==> src/rtl/uart_rx_buffered.sv <==
`default_nettype none
// ============================================================================
// Module   : uart_rx_buffered
// Purpose  : 8N1 UART receiver with 2-FF sync, 3-sample majority voting,
//            start-glitch rejection, framing-error detection and a receive FIFO.
//            Define UART_RX_PARITY_EN for 8E1 frames with parity checking.
// Revision : 1.0  initial release
// ============================================================================
module uart_rx_buffered #(
  parameter int CLKS_PER_BIT = 5207,
  parameter int FIFO_DEPTH   = 8
) (
  input  logic                          i_Clock,
  input  logic                          i_Reset,
  input  logic                          i_Rx_Serial,
  input  logic                          i_Rd_En,
  input  logic                          i_Clr_Err,
  output logic [7:0]                    o_Rx_Byte,
  output logic                          o_Rx_DV,
  output logic                          o_Empty,
  output logic                          o_Full,
  output logic [$clog2(FIFO_DEPTH):0]   o_Count,
  output logic                          o_Frame_Err,
  output logic                          o_Overrun,
  output logic                          o_Parity_Err
);

  localparam int c_CNT_W = $clog2(CLKS_PER_BIT);
  localparam int c_PTR_W = $clog2(FIFO_DEPTH);
  localparam int c_MID   = (CLKS_PER_BIT - 1) / 2;
  localparam logic [c_CNT_W-1:0] c_SMP0 = c_CNT_W'(c_MID - 1);
  localparam logic [c_CNT_W-1:0] c_SMP1 = c_CNT_W'(c_MID);
  localparam logic [c_CNT_W-1:0] c_DEC  = c_CNT_W'(c_MID + 1);
  localparam logic [c_CNT_W-1:0] c_LAST = c_CNT_W'(CLKS_PER_BIT - 1);
  localparam logic [c_CNT_W-1:0] c_ONE  = c_CNT_W'(1);
  localparam logic [c_PTR_W:0]   c_FULL = (c_PTR_W + 1)'(FIFO_DEPTH);

  typedef enum logic [2:0] {
    S_IDLE      = 3'd0,
    S_START     = 3'd1,
    S_DATA      = 3'd2,
    S_STOP      = 3'd3,
    S_WAIT_IDLE = 3'd4
`ifdef UART_RX_PARITY_EN
    , S_PARITY  = 3'd5
`endif
  } state_t;

  logic               r_rx_meta, r_rx_s, r_s0, r_s1;
  state_t             r_state, w_state_nx;
  logic [c_CNT_W-1:0] r_clk_cnt, w_cnt_nx;
  logic [2:0]         r_bit_idx, w_idx_nx;
  logic [7:0]         r_shift, w_shift_nx;
  logic               r_push_req, w_push_nx;
  logic               r_frame_err, w_ferr_nx;
  logic               r_overrun;
  logic               w_vote, w_dec, w_end, w_parity_bad, w_perr_nx;
  logic [7:0]         r_mem [FIFO_DEPTH];
  logic [c_PTR_W-1:0] r_wr_ptr, r_rd_ptr;
  logic [c_PTR_W:0]   r_count;
  logic               w_push, w_pop;

  assign w_vote = (r_s0 & r_s1) | (r_s0 & r_rx_s) | (r_s1 & r_rx_s);
  assign w_dec  = (r_clk_cnt == c_DEC);
  assign w_end  = (r_clk_cnt == c_LAST);

`ifdef UART_RX_PARITY_EN
  logic r_par_bit, w_par_nx, r_parity_err;
  // Even parity: the received parity bit must equal the XOR of the data bits.
  assign w_parity_bad = (r_par_bit != ^r_shift);
  assign o_Parity_Err = r_parity_err;
`else
  assign w_parity_bad = 1'b0;
  assign o_Parity_Err = 1'b0;
`endif

  always_comb begin
    w_state_nx = r_state;
    w_cnt_nx   = w_end ? '0 : r_clk_cnt + c_ONE;
    w_idx_nx   = r_bit_idx;
    w_shift_nx = r_shift;
    w_push_nx  = 1'b0;
    w_ferr_nx  = 1'b0;
    w_perr_nx  = 1'b0;
`ifdef UART_RX_PARITY_EN
    w_par_nx   = r_par_bit;
`endif
    case (r_state)
      S_IDLE: begin
        w_cnt_nx = '0;
        if (!r_rx_s) w_state_nx = S_START;
      end
      S_START: begin
        if (w_dec && w_vote) begin
          w_state_nx = S_IDLE;
          w_cnt_nx   = '0;
        end else if (w_end) begin
          w_state_nx = S_DATA;
          w_idx_nx   = 3'd0;
        end
      end
      S_DATA: begin
        if (w_dec) w_shift_nx = {w_vote, r_shift[7:1]};
        if (w_end) begin
          w_idx_nx = r_bit_idx + 3'd1;
`ifdef UART_RX_PARITY_EN
          if (r_bit_idx == 3'd7) w_state_nx = S_PARITY;
`else
          if (r_bit_idx == 3'd7) w_state_nx = S_STOP;
`endif
        end
      end
`ifdef UART_RX_PARITY_EN
      S_PARITY: begin
        if (w_dec) w_par_nx = w_vote;
        if (w_end) w_state_nx = S_STOP;
      end
`endif
      // Leave at the decision point so a back-to-back start bit is caught.
      S_STOP: begin
        if (w_dec) begin
          w_cnt_nx  = '0;
          w_perr_nx = w_parity_bad;
          if (w_vote) begin
            w_state_nx = S_IDLE;
            w_push_nx  = !w_parity_bad;
          end else begin
            w_ferr_nx  = 1'b1;
            w_state_nx = S_WAIT_IDLE;
          end
        end
      end
      S_WAIT_IDLE: begin
        w_cnt_nx = '0;
        if (r_rx_s) w_state_nx = S_IDLE;
      end
      default: begin
        w_state_nx = S_IDLE;
        w_cnt_nx   = '0;
      end
    endcase
  end

  always_ff @(posedge i_Clock or posedge i_Reset) begin
    if (i_Reset) begin
      r_rx_meta   <= 1'b1;
      r_rx_s      <= 1'b1;
      r_s0        <= 1'b1;
      r_s1        <= 1'b1;
      r_state     <= S_IDLE;
      r_clk_cnt   <= '0;
      r_bit_idx   <= '0;
      r_shift     <= '0;
      r_push_req  <= 1'b0;
      r_frame_err <= 1'b0;
`ifdef UART_RX_PARITY_EN
      r_par_bit    <= 1'b0;
      r_parity_err <= 1'b0;
`endif
    end else begin
      r_rx_meta   <= i_Rx_Serial;
      r_rx_s      <= r_rx_meta;
      if (r_clk_cnt == c_SMP0) r_s0 <= r_rx_s;
      if (r_clk_cnt == c_SMP1) r_s1 <= r_rx_s;
      r_state     <= w_state_nx;
      r_clk_cnt   <= w_cnt_nx;
      r_bit_idx   <= w_idx_nx;
      r_shift     <= w_shift_nx;
      r_push_req  <= w_push_nx;
      r_frame_err <= w_ferr_nx;
`ifdef UART_RX_PARITY_EN
      r_par_bit    <= w_par_nx;
      r_parity_err <= w_perr_nx;
`endif
    end
  end

  // r_shift only changes inside DATA, so it still holds the byte in the push cycle.
  assign w_pop  = i_Rd_En & ~o_Empty;
  assign w_push = r_push_req & (~o_Full | w_pop);

  always_ff @(posedge i_Clock) begin
    if (w_push) r_mem[r_wr_ptr] <= r_shift;
  end

  always_ff @(posedge i_Clock or posedge i_Reset) begin
    if (i_Reset) begin
      r_wr_ptr  <= '0;
      r_rd_ptr  <= '0;
      r_count   <= '0;
      r_overrun <= 1'b0;
    end else begin
      if (w_push) r_wr_ptr <= r_wr_ptr + c_PTR_W'(1);
      if (w_pop)  r_rd_ptr <= r_rd_ptr + c_PTR_W'(1);
      case ({w_push, w_pop})
        2'b10:   r_count <= r_count + (c_PTR_W + 1)'(1);
        2'b01:   r_count <= r_count - (c_PTR_W + 1)'(1);
        default: r_count <= r_count;
      endcase
      if (r_push_req && o_Full && !w_pop) r_overrun <= 1'b1;
      else if (i_Clr_Err)                 r_overrun <= 1'b0;
    end
  end

  assign o_Empty     = (r_count == '0);
  assign o_Full      = (r_count == c_FULL);
  assign o_Count     = r_count;
  assign o_Rx_DV     = w_push;
  assign o_Rx_Byte   = o_Empty ? 8'h00 : r_mem[r_rd_ptr];
  assign o_Frame_Err = r_frame_err;
  assign o_Overrun   = r_overrun;

endmodule
`default_nettype wire

==> config.mk <==
export PLATFORM = sky130hd
export DESIGN_NAME = uart_rx_buffered
export DESIGN_NICKNAME = d
export VERILOG_FILES = /design/src/rtl/uart_rx_buffered.sv
export SDC_FILE = /design/constraint.sdc
export NUM_CORES = 1
export LEC_CHECK = 0
export CORE_MARGIN = 4
export CORE_UTILIZATION = 51
export DETAILED_ROUTE_END_ITERATION = 10
export PLACE_DENSITY = 0.71
export SLEW_MARGIN = 20
export SYNTH_ARGS = -nofsm -noshare
export SYNTH_HDL_FRONTEND = slang
export SYNTH_SLANG_ARGS = --single-unit
==> constraint.sdc <==
create_clock -name i_Clock -period 7.35 [get_ports i_Clock]
set_clock_uncertainty 0.2 [all_clocks]
set_input_delay 1.47 -clock i_Clock [delete_from_list [all_inputs] [get_ports i_Clock]]
set_output_delay 1.47 -clock i_Clock [all_outputs]
set_load 0.005 [all_outputs]
==> impl_metrics.tcl, run 1 <==
set metrics [dict create \
    max-cap-violations 0 \
    grt_overflow 0 \
    end_kind "output pin" \
    antenna_found_initial 0 \
    grt_pass1_vias 2585 \
    slowest_stage "clkdlybuf4s50_1" \
    slew-limit-headroom_pct 36.8 \
    synth-edff-count 64 \
    pin_count 23 \
    avgSynthCellArea_um2 14.9 \
    path_cells "clkdlybuf4s50_1, o21ai_1, inv_1, clkdlybuf4s50_1" \
    vias 2558 \
    slew_viol_final 0 \
    grt_pass1_wl_mm 13.7 \
    cts_tree "built" \
    clkSinkCount 108 \
    clk_latency_ps 360 \
    hold_buffers 0 \
    rsz0062_at_grt "false" \
    crit_type "in -> out" \
    io_buffers 21 \
    worstPathRequired_ps 5680 \
    ant_nets 0 \
    row_count 34 \
    crit_family "buffers and inverters" \
    clock-root-buffer "clkbuf_8" \
    netlist_instances 315 \
    power_density_nw_per_um2 241 \
    synth_area_um2 4700 \
    place_inst 439 \
    post_drt_wl_per_cell_um 17.9 \
    die_area_um2 10800 \
    setup_viol 0 \
    h-tree-depth 3 \
    max-vdd-ir-drop_uv 118 \
    synth_seq_cells 108 \
    hpwl_mm 5.32 \
    start_util_pct 53.1 \
    gp_congestion 0.805 \
    drt_iter0_markers 158 \
    worstMarginPinSlew_ps 947 \
    postCtsSetupRepairBufs 0 \
    diodes 0 \
    viasPerCell 5.62 \
    cp.arrival_ps 3220 \
    core_region_area_um2 8850 \
    start_kind "input pin" \
    grt_util_all_layers_pct 16.3 \
    area_growth_pct 11.5 \
    cellLeakagePower_nw 2.17 \
    critPathMaxFanout 8 \
    drive_above_1_share_pct 19.3 \
    drc 0 \
    die_x_um 104 \
    fin_setup_tns_ps 0 \
    async_reset_ff_share_pct 40.7 \
    fin_cells 455 \
    fmax_mhz 204 \
    ys_seq_area_share_pct 64.4 \
    nets 357 \
    grt_max_degree 45 \
    yosysWarnings 0 \
    min_period_ps 4890 \
    routed_wl_mm 8.16 \
    ys.flop_type "edfxtp_1" \
    die_y_um 104 \
    synth_cell_types 53 \
    numCtsBuffers 9 \
    critPathMaxStageDelay_ps 540 \
    cts.repair.resized 0 \
    status "completed" \
    fillers 688 \
    hp-class "reg -> reg" \
    hold_viol 0 \
    fin_crit_sh_pct 66.5 \
    path_buf_inv 3 \
    first_pass_iters 4 \
    syn_nets 330 \
    cp_common_cell "clkdlybuf4s50_1" \
    clockBufferDepth 2 \
    clk_pin_slew_ps 100 \
]
[layer usage]
layer	global-route usage (%)	wire [um]	up-vias
li1	-	-	1213
met1	21.5	3720	1292
met2	26.5	4020	41
met3	3.66	281	12
met4	5.98	127	0
met5	0	0	-
[layout by cell type, fill, tap and decap left out, types with 2 or more instances in the layout]
master           netlist  final
edfxtp_1              64     64
dfrtp_1               40     39
nor2_1                33     33
clkdlybuf4s50_1        0     21
nand2_1               18     18
mux4_2                16     16
xnor2_1               14     14
inv_1                 13     12
mux2_2                12     12
nor3_1                10      9
mux2i_1                9      9
ha_1                   9      9
clkbuf_8               0      9
nand3_1                7      7
and3_1                 6      6
a21oi_1                5      5
xor2_1                 5      5
buf_4                  1      5
dfstp_2                4      4
o21ai_1                3      3
nand2b_1               3      3
nor4_2                 1      2
a22o_1                 2      2
nand3b_1               2      2
o21ai_0                2      2
clkinv_4               0      2
inv_6                  0      2
[final timing paths]
path                            slack [ps]                       end              startpoint  cells past startpoint
worst min-delay path                   160          r_rx_s$_DFF_PP1_     r_rx_meta$_DFF_PP1_                      0
min in group asynchronous             1430  r_bit_idx[2]$_DFFE_PP0P_                 i_Reset                      2
max in group asynchronous             4870   r_rd_ptr[0]$_DFFE_PP0N_                 i_Reset                      2
worst min register to register         160          r_rx_s$_DFF_PP1_     r_rx_meta$_DFF_PP1_                      0
worst max-delay path                  2460                   o_Rx_DV                 i_Rd_En                      4
worst max register to register        4540     r_mem[5][4]$_DFFE_PP_  o_Count[1]$_DFFE_PP0P_                      5
[Yosys cell counts, drive strengths merged (6+ instances only)]
cell    instances  area share (%)
edfxtp         64              41
and3            6            0.80
mux2i           9             1.9
mux4           16             7.7
mux2           13             3.2
nand3           7            0.75
nor2           33             2.6
ha              9             2.4
buf             6            0.77
xnor2          14             2.6
inv            13             1.0
dfrtp          40              21
o21ai           6            0.72
nand2          18             1.4
nor3           11             1.4
[power breakdown]
group | switching, W | leakage [nW] | internal, W
Sequential | 0.0000803 | 1.31 | 0.000658
Combinational | 0.0000582 | 0.756 | 0.000111
Clock | 0.000196 | 0.102 | 0.000160
Total | 0.000334 | 2.17 | 0.000929
[sequential cells by signal, summed over array words and instances (netlist names)]
name and count:
r_mem 64, r_clk_cnt 13, r_shift 8, o_Count 4, r_bit_idx 3, r_rd_ptr 3, r_state 3, r_wr_ptr 3
o_Frame_Err 1, o_Overrun 1, r_push_req 1, r_rx_meta 1, r_rx_s 1, r_s0 1, r_s1 1
[through the flow]
step / setup slack [ps] / hold WS [ps] / area, um2 / power [W] / util, %
after floorplan: 3740 / 145 / 4700 / 0.000857 / -
after global placement: 2610 / 146 / 5040 / 0.000918 / 57.0
after detailed placement: 2480 / 151 / 5040 / 0.000925 / 57.0
after CTS: 2470 / 161 / 5240 / 0.00128 / 59.2
after global routing: 2360 / 169 / 5240 / 0.00133 / 59.3
final: 2460 / 160 / 5240 / 0.00126 / 59.3
[logic make-up (layout without fill, tap and decap cells)]
group                      count (synthesis)  count (layout)  synth area share, %
AOI/OAI and AO/OA                         20              20                 3.01
xor gates and xnor gates                  19              19                 3.54
adders and majority gates                 11              11                 3.03
buffers and inverters                     23              55                 2.13
DFF                                      108             108                 64.4
muxes                                     38              38                 12.8
other                                      1               1               0.0798
and+or+nand+nor                           95              95                 11.0
[final cells by class]
class                   count  area (um2)  share of cell area [%]
flip-flops and latches    108        3030                    57.8
multi-input cells         184        1590                    30.2
repair buffers             26         248                    4.72
well taps                 108         135                    2.58
clock buffers               9         124                    2.36
clock inverters             7        73.8                    1.41
inverters                  13        48.8                   0.931
No activity file was read; power rests on OpenSTA's default activity.
==> run 2: changes to the inputs <==
==> constraint.sdc (replaced) <==
create_clock -name i_Clock -period 4.5 [get_ports i_Clock]
set_clock_uncertainty 0.2 [all_clocks]
set_input_delay 0.9 -clock i_Clock [delete_from_list [all_inputs] [get_ports i_Clock]]
set_output_delay 0.9 -clock i_Clock [all_outputs]
set_load 0.005 [all_outputs]
==> run 2 against run 1 <==
Compared with the run above: wire length down 3.7%; hold slack gained 2.6 ps; sequential cell count did not move; non-clock buffer count increased by 2; total power up 65%; register-to-register slack got worse by 2700 ps; critical path depth did not move; final cell count is 0.44% higher; via count unchanged; final area increased by 0.31%; critical path type is now reg -> out.
==> impl_metrics.tcl, run 2 (synthesized netlist as in run 1, its figures left out) <==
set metrics [dict create \
    status "completed" \
    layout_commonest_cell "edfxtp_1" \
    fin_setup_tns_ps 0 \
    slew-limit-headroom_pct 39.1 \
    cts.repair.resized 0 \
    p_seq_share_pct 55.8 \
    seq_area_um2 3030 \
    worstMarginPinSlew_ps 913 \
    ant_nets 0 \
    multi_input_area_um2 1580 \
    pin_count 23 \
    worstPathRequired_ps 3400 \
    dpl-instance-area_um2 5050 \
    numCtsBuffers 9 \
    clkSinkCount 108 \
    max-cap-violations 0 \
    gp_congestion 0.802 \
    top_register "r_mem" \
    grt_pass1_vias 2569 \
    hold_buffers 0 \
    grt_max_degree 45 \
    power_density_nw_per_um2 395 \
    clk_pin_slew_ps 100 \
    routed_wl_mm 7.85 \
    nets 359 \
    hp-class "reg -> reg" \
    start_util_pct 53.1 \
    r2r_start "o_Count[1]$_DFFE_PP0P_" \
    row_count 34 \
    p_clk_share_pct 28.7 \
    viasPerCell 5.60 \
    clk_latency_ps 360 \
    critPathMaxFanout 7 \
    drt_iter0_markers 114 \
    slew_viol_final 0 \
    end_kind "output pin" \
    min_period_ps 3740 \
    combPwrFrac_pct 15.5 \
    largest_reg_flops 64 \
    fin_area_um2 5260 \
    setup_viol 0 \
    cp.arrival_ps 2640 \
    post_drt_wl_per_cell_um 17.2 \
    crit_type "reg -> out" \
    rsz0062_at_grt "false" \
    reg2reg_to "r_mem[3][7]$_DFFE_PP_" \
    max-vdd-ir-drop_uv 253 \
    hpwl_mm 5.17 \
    hold_viol 0 \
    h-tree-depth 3 \
    reg_top3 "r_mem x64, r_clk_cnt x13, r_shift x8" \
    fillers 653 \
    worst_hold_path.endpoint "r_rx_s$_DFF_PP1_" \
    core_region_area_um2 8850 \
    grt_pass1_wl_mm 13.2 \
    clockBufferDepth 2 \
    intPower_w 0.00152 \
    grt_util_all_layers_pct 15.5 \
    crit_start "o_Count[1]$_DFFE_PP0P_" \
    grt_overflow 0 \
    postLayoutCoreUtil_pct 59.4 \
    cts_tree "built" \
    holdCritStartpoint "r_rx_meta$_DFF_PP1_" \
    clock-root-buffer "clkbuf_8" \
    start_kind "flip-flop" \
    fin_crit_sh_pct 83.2 \
    area_growth_pct 11.9 \
    vias 2558 \
    die_x_um 104 \
    cellLeakagePower_nw 2.18 \
    io_buffers 21 \
    drive_above_1_share_pct 19.5 \
    swShare_pct 26.7 \
    final_cell_mix "edfxtp_1, dfrtp_1, nor2_1, clkdlybuf4s50_1, nand2_1" \
    rr_worst_depth 5 \
    die_area_um2 10800 \
    drc 0 \
    first_pass_iters 4 \
    antenna_found_initial 0 \
    ff2ff_setup_slack_ps 1810 \
    fmax_mhz 267 \
    diodes 0 \
    die_y_um 104 \
    postCtsSetupRepairBufs 0 \
    whs_path_depth 0 \
    power.net_switching_w 0.000555 \
]
-- run 2: cell types whose count changed in the layout (fill, tap and decap cells not counted), sizes merged --
cell,previous run,this run
clkinv,4,2
inv,15,16
clkinvlp,0,1
buf,5,7
-- run 2: metrics by stage --
stage / total power (W) / worst slack, ps / instances / hold slack, ps
floorplan: 0.00140 / 1780 / 315 / 145
global placement: 0.00151 / 918 / 441 / 146
detailed placement: 0.00152 / 859 / 441 / 149
CTS: 0.00210 / 746 / 457 / 165
global route: 0.00219 / 618 / 457 / 171
finish: 0.00208 / 756 / 457 / 163
-- run 2: cell type report --
type / count / area share (%)
clock buffers: 9 / 2.35
clock inverters: 7 / 1.55
inverters: 13 / 0.928
multi-input cells: 184 / 30.0
flip-flops and latches: 108 / 57.6
well taps: 108 / 2.57
repair buffers: 28 / 5.00
-- run 2: worst max-delay path, cell delays in order (launching register included) --
cell,delay (ps)
dfrtp_1,450
or4b_2,760
o21ai_1,440
inv_1,160
clkdlybuf4s50_1,480
-- run 2: worst max-delay path by stage --
stage,to,slack (ps),cells after the start
finish,o_Rx_DV,760,4
global route,o_Rx_DV,620,4
CTS,o_Rx_DV,750,4
detailed placement,o_Rx_DV,860,4
global placement,o_Rx_DV,920,4
floorplan,o_Rx_DV,1780,3
-- run 2: layer usage --
| layer | part of all wire, % | global-route usage [%] | vias up |
|---|---|---|---|
| li1 | - | - | 1211 |
| met5 | 0 | 0 | - |
| met1 | 46 | 21.7 | 1289 |
| met4 | 0.83 | 3.70 | 0 |
| met2 | 47 | 24.7 | 52 |
| met3 | 5.4 | 3.91 | 6 |
-- run 2: power by group through the flow --
stage               clock network (W)  logic [W]  registers (W)
finish                       0.000597   0.000322        0.00116
global route                 0.000662   0.000362        0.00117
CTS                          0.000610   0.000331        0.00116
detailed placement                  0   0.000331        0.00119
global placement                    0   0.000329        0.00118
floorplan                           0   0.000276        0.00112
==> run 3: changes to the inputs <==
--- a/config.mk
+++ b/config.mk
@@ -8,7 +8,7 @@
 export CORE_MARGIN = 4
 export CORE_UTILIZATION = 51
 export DETAILED_ROUTE_END_ITERATION = 10
-export PLACE_DENSITY = 0.71
+export PLACE_DENSITY = 0.74
 export SLEW_MARGIN = 20
 export SYNTH_ARGS = -nofsm -noshare
 export SYNTH_HDL_FRONTEND = slang
==> constraint.sdc (replaced) <==
create_clock -name i_Clock -period 3.3 [get_ports i_Clock]
set_clock_uncertainty 0.2 [all_clocks]
set_input_delay 0.66 -clock i_Clock [delete_from_list [all_inputs] [get_ports i_Clock]]
set_output_delay 0.66 -clock i_Clock [all_outputs]
set_load 0.005 [all_outputs]
==> run 3 against run 2 <==
Compared with the run above: non-clock buffer count rose by 9; final area rose by 1.7%; register-to-register slack got worse by 1200 ps; combinational power rose by 59%; sequential share of layout area fell by 0.97 points; sequential cell count did not move; global-route usage rose by 0.57 points; final cell count rose by 2.0%.
==> impl_metrics.tcl, run 3 (synthesized netlist as in run 1, its figures left out) <==
set metrics [dict create \
    path_cells "or4b_2, o21ai_1, inv_1, clkdlybuf4s50_1" \
    drive_above_1_share_pct 21.5 \
    rsz0062_at_grt "false" \
    die_x_um 104 \
    die_y_um 104 \
    start_kind "flip-flop" \
    largest_reg_flops 64 \
    grt_util_all_layers_pct 16.1 \
    grt_pass1_wl_mm 13.5 \
    viasPerCell 5.51 \
    path_buf_inv 2 \
    fillers 686 \
    setup_viol 0 \
    postLayoutCoreUtil_pct 60.5 \
    pin_count 23 \
    h-tree-depth 3 \
    max-vdd-ir-drop_uv 311 \
    top_register "r_mem" \
    dpl-instance-area_um2 5130 \
    numCtsBuffers 9 \
    die_area_um2 10800 \
    antenna_found_initial 0 \
    worstMarginPinSlew_ps 633 \
    clockBufferDepth 2 \
    use_met1_pct 20.4 \
    fin_area_um2 5350 \
    grt_overflow 0 \
    fmax_mhz 317 \
    drt_iter0_markers 79 \
    io_buffers 21 \
    worstPathRequired_ps 2440 \
    crit_start "o_Count[0]$_DFFE_PP0P_" \
    cp-endpoint "o_Rx_DV" \
    nets 368 \
    hold_buffers 0 \
    routed_wl_mm 8.05 \
    ant_nets 0 \
    clk_latency_ps 370 \
    cts.repair.resized 0 \
    hold_viol 0 \
    power_density_nw_per_um2 545 \
    fin_setup_tns_ps 0 \
    final_cell_mix "edfxtp_1, dfrtp_1, nor2_1, clkdlybuf4s50_1, nand2_1" \
    drc 0 \
    cp.depth 4 \
    slowest_stage "or4b_2" \
    fin_cells 466 \
    crit_type "reg -> out" \
    reg_top3 "r_mem x64, r_clk_cnt x13, r_shift x8" \
    slew-limit-headroom_pct 57.8 \
    end_kind "output pin" \
    rr_worst_depth 10 \
    max-cap-violations 0 \
    grt_max_degree 30 \
    gr-usage-met2_pct 27.4 \
    crit_family "simple AND/OR/NAND/NOR gates" \
    post_drt_wl_per_cell_um 17.3 \
    clkSinkCount 108 \
    grt_busiest_layer "met2" \
    core_region_area_um2 8850 \
    postCtsSetupRepairBufs 0 \
    multi_input_area_um2 1580 \
    cts_tree "built" \
    vias 2566 \
    clock-root-buffer "clkbuf_8" \
    gp_congestion 0.835 \
    fin_crit_sh_pct 95.6 \
    ff2ff_setup_slack_ps 650 \
    place_inst 450 \
    seq_area_um2 3030 \
    cellLeakagePower_nw 2.24 \
    reg2reg_to "o_Count[3]$_DFFE_PP0P_" \
    start_util_pct 53.1 \
    r2r_start "o_Count[0]$_DFFE_PP0P_" \
    clk_pin_slew_ps 100 \
    layout_commonest_cell "edfxtp_1" \
    hp-class "reg -> reg" \
    grt_pass1_vias 2616 \
    row_count 34 \
    cp.arrival_ps 2290 \
    min_period_ps 3150 \
    met3_usage_pct 4.22 \
    diodes 0 \
    hpwl_mm 5.34 \
    critPathMaxFanout 6 \
    first_pass_iters 4 \
    hold_ws_ps 162 \
    slew_viol_final 0 \
    area_growth_pct 13.8 \
    status "completed" \
    critPathMaxStageDelay_ps 720 \
]
==> run 3: cell count changes in the layout (fill, tap and decap cells not counted), sizes merged <==
cell,before,now
clkbuf,9,10
inv,16,17
buf,7,16
clkinv,2,0
==> run 3: metrics by stage <==
stage	setup WS (ps)	power [W]
6_report	145	0.00292
5_1_grt	13.1	0.00308
4_1_cts	114	0.00296
3_5_place_dp	317	0.00211
3_3_place_gp	393	0.00210
2_1_floorplan	821	0.00191
==> run 3: worst min path at each step <==
stage	start	to	cells past startpoint
after floorplan	r_rx_meta$_DFF_PP1_	r_rx_s$_DFF_PP1_	0
after global placement	r_rx_meta$_DFF_PP1_	r_rx_s$_DFF_PP1_	0
after detailed placement	r_rx_meta$_DFF_PP1_	r_rx_s$_DFF_PP1_	0
after CTS	r_rx_meta$_DFF_PP1_	r_rx_s$_DFF_PP1_	0
after global routing	r_rx_meta$_DFF_PP1_	r_rx_s$_DFF_PP1_	0
final	r_rx_meta$_DFF_PP1_	r_rx_s$_DFF_PP1_	0
==> run 3: power by group <==
part           internal [W]  total [W]  leakage [nW]  switching [W]
sequential          0.00147    0.00156          1.32      0.0000910
clock              0.000388   0.000847         0.107       0.000460
combinational      0.000288   0.000513         0.816       0.000225
==> run 3: metal layers <==
layer	up-vias	share of wire (%)	wire (um)
li1	1232	-	-
met1	1292	45	3600
met2	31	51	4120
met3	11	3.0	239
met4	0	1.2	96
met5	-	0	0
==> run 3: area by class of cell <==
type | instances | share of cell area [%]
sequential | 108 | 56.6
multi-input combinational | 184 | 29.5
timing repair buffer | 37 | 6.41
clock buffer | 10 | 2.57
tap | 108 | 2.53
clock inverter | 6 | 1.45
inverter | 13 | 0.912
